<file path="src/rtl/rf_write_arbiter.sv">
// Register-file write-port arbiter between the pipeline writeback and the
// multdiv unit. One multdiv result can be buffered while the pipeline owns the
// port; a starvation counter forces the buffered result through by stalling
// the pipeline. Writes appear on rf_we/rf_wdata one cycle after they are granted.
module rf_write_arbiter #(
    parameter int STARVE_LIMIT = 4
) (
    input  logic        clock,
    input  logic        reset,
    input  logic        pipe_we,
    input  logic [4:0]  pipe_rd,
    input  logic [31:0] pipe_data,
    input  logic        md_valid,
    input  logic [4:0]  md_rd,
    input  logic [31:0] md_data,
    output logic        md_ready,
    output logic [31:0] rf_we,
    output logic [31:0] rf_wdata,
    output logic        md_pending,
    output logic [4:0]  md_pending_rd,
    output logic        pipe_stall
);

    localparam logic [2:0] LIMIT = 3'(STARVE_LIMIT);

    typedef enum logic {
        IDLE = 1'b0,
        HOLD = 1'b1
    } state_t;

    state_t      state_q, state_d;
    logic [2:0]  cnt_q, cnt_d;
    logic [4:0]  buf_rd_q, buf_rd_d;
    logic [31:0] buf_data_q, buf_data_d;

    logic        grant;
    logic [4:0]  grant_rd;
    logic [31:0] grant_data;
    logic [31:0] we_d;
    logic [31:0] wdata_d;

    assign md_ready      = (state_q == IDLE);
    assign md_pending    = (state_q == HOLD);
    // The buffer is cleared whenever HOLD is left, so it already reads 0 in IDLE.
    assign md_pending_rd = buf_rd_q;
    assign pipe_stall    = (state_q == HOLD) && (cnt_q == LIMIT);

    // Next-state, buffer/counter update and write-port grant selection.
    always_comb begin
        state_d    = state_q;
        cnt_d      = cnt_q;
        buf_rd_d   = buf_rd_q;
        buf_data_d = buf_data_q;
        grant      = 1'b0;
        grant_rd   = '0;
        grant_data = '0;

        unique case (state_q)
            IDLE: begin
                if (pipe_we) begin
                    grant      = 1'b1;
                    grant_rd   = pipe_rd;
                    grant_data = pipe_data;
                    // Same destination: the younger pipeline write wins and
                    // the multdiv result is simply dropped.
                    if (md_valid && (md_rd != pipe_rd)) begin
                        buf_rd_d   = md_rd;
                        buf_data_d = md_data;
                        cnt_d      = '0;
                        state_d    = HOLD;
                    end
                end else if (md_valid) begin
                    grant      = 1'b1;
                    grant_rd   = md_rd;
                    grant_data = md_data;
                end
            end
            HOLD: begin
                if (pipe_stall || !pipe_we) begin
                    grant      = 1'b1;
                    grant_rd   = buf_rd_q;
                    grant_data = buf_data_q;
                    buf_rd_d   = '0;
                    buf_data_d = '0;
                    cnt_d      = '0;
                    state_d    = IDLE;
                end else begin
                    grant      = 1'b1;
                    grant_rd   = pipe_rd;
                    grant_data = pipe_data;
                    if (pipe_rd == buf_rd_q) begin
                        buf_rd_d   = '0;
                        buf_data_d = '0;
                        cnt_d      = '0;
                        state_d    = IDLE;
                    end else if (cnt_q != LIMIT) begin
                        cnt_d = cnt_q + 3'd1;
                    end
                end
            end
            default: state_d = IDLE;
        endcase
    end

    // Decode the grant into a one-hot enable; register 0 is never written.
    always_comb begin
        we_d    = '0;
        wdata_d = '0;
        if (grant && (grant_rd != 5'd0)) begin
            we_d[grant_rd] = 1'b1;
            wdata_d        = grant_data;
        end
    end

    // State, buffer, counter and registered write-port outputs.
    always_ff @(posedge clock or posedge reset) begin
        if (reset) begin
            state_q    <= IDLE;
            cnt_q      <= '0;
            buf_rd_q   <= '0;
            buf_data_q <= '0;
            rf_we      <= '0;
            rf_wdata   <= '0;
        end else begin
            state_q    <= state_d;
            cnt_q      <= cnt_d;
            buf_rd_q   <= buf_rd_d;
            buf_data_q <= buf_data_d;
            rf_we      <= we_d;
            rf_wdata   <= wdata_d;
        end
    end

endmodule

</file>
<file path="config.mk">
export PLATFORM = sky130hd
export DESIGN_NAME = rf_write_arbiter
export DESIGN_NICKNAME = d
export VERILOG_FILES = /design/src/rtl/rf_write_arbiter.sv
export SDC_FILE = /design/constraint.sdc
export NUM_CORES = 1
export LEC_CHECK = 0
export ABC_AREA = 1
export BUFFER_PORTS_ARGS = -buffer_cell sky130_fd_sc_hd__buf_4
export CAP_MARGIN = 25
export CORE_ASPECT_RATIO = 1.5
export CORE_MARGIN = 1
export CORE_UTILIZATION = 51
export DETAILED_ROUTE_END_ITERATION = 8
export PLACE_DENSITY = 0.77
export SYNTH_ARGS = -nofsm -noshare
export SYNTH_HDL_FRONTEND = slang
export SYNTH_SLANG_ARGS = --single-unit
export TNS_END_PERCENT = 1
</file>
<file path="constraint.sdc">
create_clock -name clock -period 4.87 [get_ports clock]
set_input_delay 0.974 -clock clock [delete_from_list [all_inputs] [get_ports clock]]
set_output_delay 0.974 -clock clock [all_outputs]
set_load 0.05 [all_outputs]
</file>
==> results.toml <==
[run_status]
outcome = "complete, no violations"

[setup_path]
cp-end-kind = "register"
arrival_ps = 3530
reg2reg_depth = 10
crit_required_ps = 5060
path_cells = "buf_4 > nand2_4 > inv_2 > nor2_1 > nor2_4 > nand3_2 > nor2_4 > nor2_1"
startpoint_type = "input pin"
crit_path_max_fanout = 55
slowest_stage = "inv_2"
path_class = "input pin to register"
max_stage_delay_ps = 720

[floorplan]
fp-row-count = 42
die_area_sq_um = 9688
io_pins = 150
start_util_pct = 53.04
die_w_um = 80.70
core-area_sq_um = 8934
die_h_um = 120.1

[placed_design]
gp_congestion = 0.8770
place_hpwl_um = 8260
portBuffers = 149

[final_layout]
fillCellCount = 726
layout.nets = 803
antenna-diode-count = 0
finish.utilization_pct = 69.80
area_delta_synth_final_pct = 31.61
drive_gt1_share_pct = 25.00

[yosys]
synth-async-reset-ratio_pct = 100.0
yosysSeqAreaShare_pct = 55.45
yosysUniqueCellTypes = 25
synth_most_common_cell = "nand2_1"
yosys.area.top_type = "dfrtp_1"
yosysTopAreaCellShare_pct = 55.45
synth_warnings = 0
avgSynthCellArea_sq_um = 8.072
ys_ff_latch = 105
syn_area_sq_um = 4738
synth_edf_count = 0
synth_flop_cell = "dfrtp_1"
ys_top_cells_by_area = "dfrtp_1 55%, nand2_1 20%, nor2_1 8.7%, a32oi_1 3.1%, a31oi_1 2.0%"
syn_nets = 667
syn_inst = 587
netlist_top_cells_count = "253 x nand2_1, 110 x nor2_1, 105 x dfrtp_1"

[clock_tree]
post_cts_buffers = 0
cts_buffer_depth = 2
cts_buffers = 9
cts_sinks = 105
cts.repair.resized = 0
htreeDepth = 3
insertion_delay_ps = 340
cts_root_buf = "clkbuf_16"
clkTransAtPathRegs_ps = 70
cts-hold-fix-buffers = 0
cts_tree = "done"

[sta]
rsz0062_at_grt = "no"
relSlewSlack_pct = 38.75
post-route-period-util_pct = 68.56
fmax_mhz = 299.5
setup-tns-final_ps = 0
setup_viol = 0
skew_ps = 7.997
worstMarginPinSlew_ps = 917.5
hold_violations = 0
drv_slew = 0
min_period_ps = 3339

[route]
route.detailed.drc = 0
drt_first_iter_violations = 270
vias_per_cell = 5.304
drt-total-wl_um = 12630
via_count = 4445
ant_nets = 0
avgRoutedWirePerCell_um = 15.07
drt_first_pass_iters = 5

[grt]
antenna_found_initial = 0
grt_pass1_wl_um = 20130
gr-total-overflow = 0
grt_usage_pct = 27.60
grt_max_degree = 69
first_global_vias = 4299

[pwr]
p_leak_nw = 3.441
ir_worst_vdd_v = 0.0002929
p_per_area_nw_per_um2 = 405.5

[worst_hold_path]
whs_path_depth = 2
hold_class = "register to register"

[flow_run]
max_cap_viol_count = 0
-- logic make-up after synthesis --
| kind of cell | Yosys count | share of synthesized area (%) |
|---|---|---|
| and+or+nand+nor | 384 | 32.11 |
| DFF | 105 | 55.45 |
| buffers and inverters | 50 | 4.780 |
| AOI/OAI and AO/OA | 38 | 5.757 |
| xor gates and xnor gates | 7 | 1.294 |
| adders and majority gates | 2 | 0.5280 |
| other | 1 | 0.07914 |
-- worst max-delay path, delay by kind of cell --
kind	cells	cell delay, ps
and+or+nand+nor	6	1540
buffers and inverters	2	1000
-- cell usage in the layout (no fill, tap or decap), drive strengths merged --
master,n
inv,23
xor2,5
bufinv,3
nand3,12
a32oi,17
conb,1
dfrtp,105
a31oi,15
nand2,256
buf,152
clkbuf,12
o21ai,6
clkinv,1
nor2,116
ha,2
xnor2,2
-- per-layer routing --
metal	up-vias	GRT usage, %	share of wire [%]
met5	-	0	0
met1	2126	32.78	38
met2	190	47.56	54
li1	2098	-	-
met3	31	5.475	6.3
met4	0	11.83	2.5
-- power by group --
group	switching, mW	total (mW)	internal [mW]
Clock	0.307	0.838	0.532
Sequential	0.0538	1.03	0.971
Combinational	0.467	0.665	0.198
-- metrics by stage --
stage               power, mW  hold slack (ps)  instances  area, sq um  setup slack, ps
floorplan               1.476            441.6        587         4738             1135
global placement        1.685            454.3        822         5881             1337
detailed placement      1.700            458.3        822         5881             1220
CTS                     2.544            475.5        838         6236             1556
global route            2.635            490.2        838         6236             1296
finish                  2.529            472.0        838         6236             1531
-- layout make-up --
type	instances	area, sq um	share of cell area [%]
Clock buffer	12	256.5	4.113
Clock inverter	4	98.84	1.585
Inverter	23	88.84	1.425
Multi-Input combinational cell	432	1884	30.22
Sequential cell	105	2629	42.15
Tap cell	110	137.6	2.207
Timing Repair Buffer	152	1141	18.30
-- flip-flops by register name (all words and copies together) (netlist names) --
| signal | count |
|---|---|
| md_pending | 1 |
| rf_wdata | 32 |
| buf_data_q | 32 |
| cnt_q | 3 |
| md_pending_rd | 5 |
| rf_we | 32 |
-- path summary, 6_finish.rpt --
| path | endpoint | slack [ps] | from |
|---|---|---|---|
| setup / recovery | rf_wdata[23] | 1530 | pipe_we |
| hold / removal | buf_data_q[29] | 470 | buf_data_q[29] |
| setup reg to reg | rf_wdata[23] | 1720 | cnt_q[0] |
| hold reg to reg | buf_data_q[29] | 470 | buf_data_q[29] |
| max in group asynchronous | rf_we[15] | 3060 | reset |
| min in group asynchronous | rf_we[0] | 780 | reset |
(Power assumes the default switching activity.)
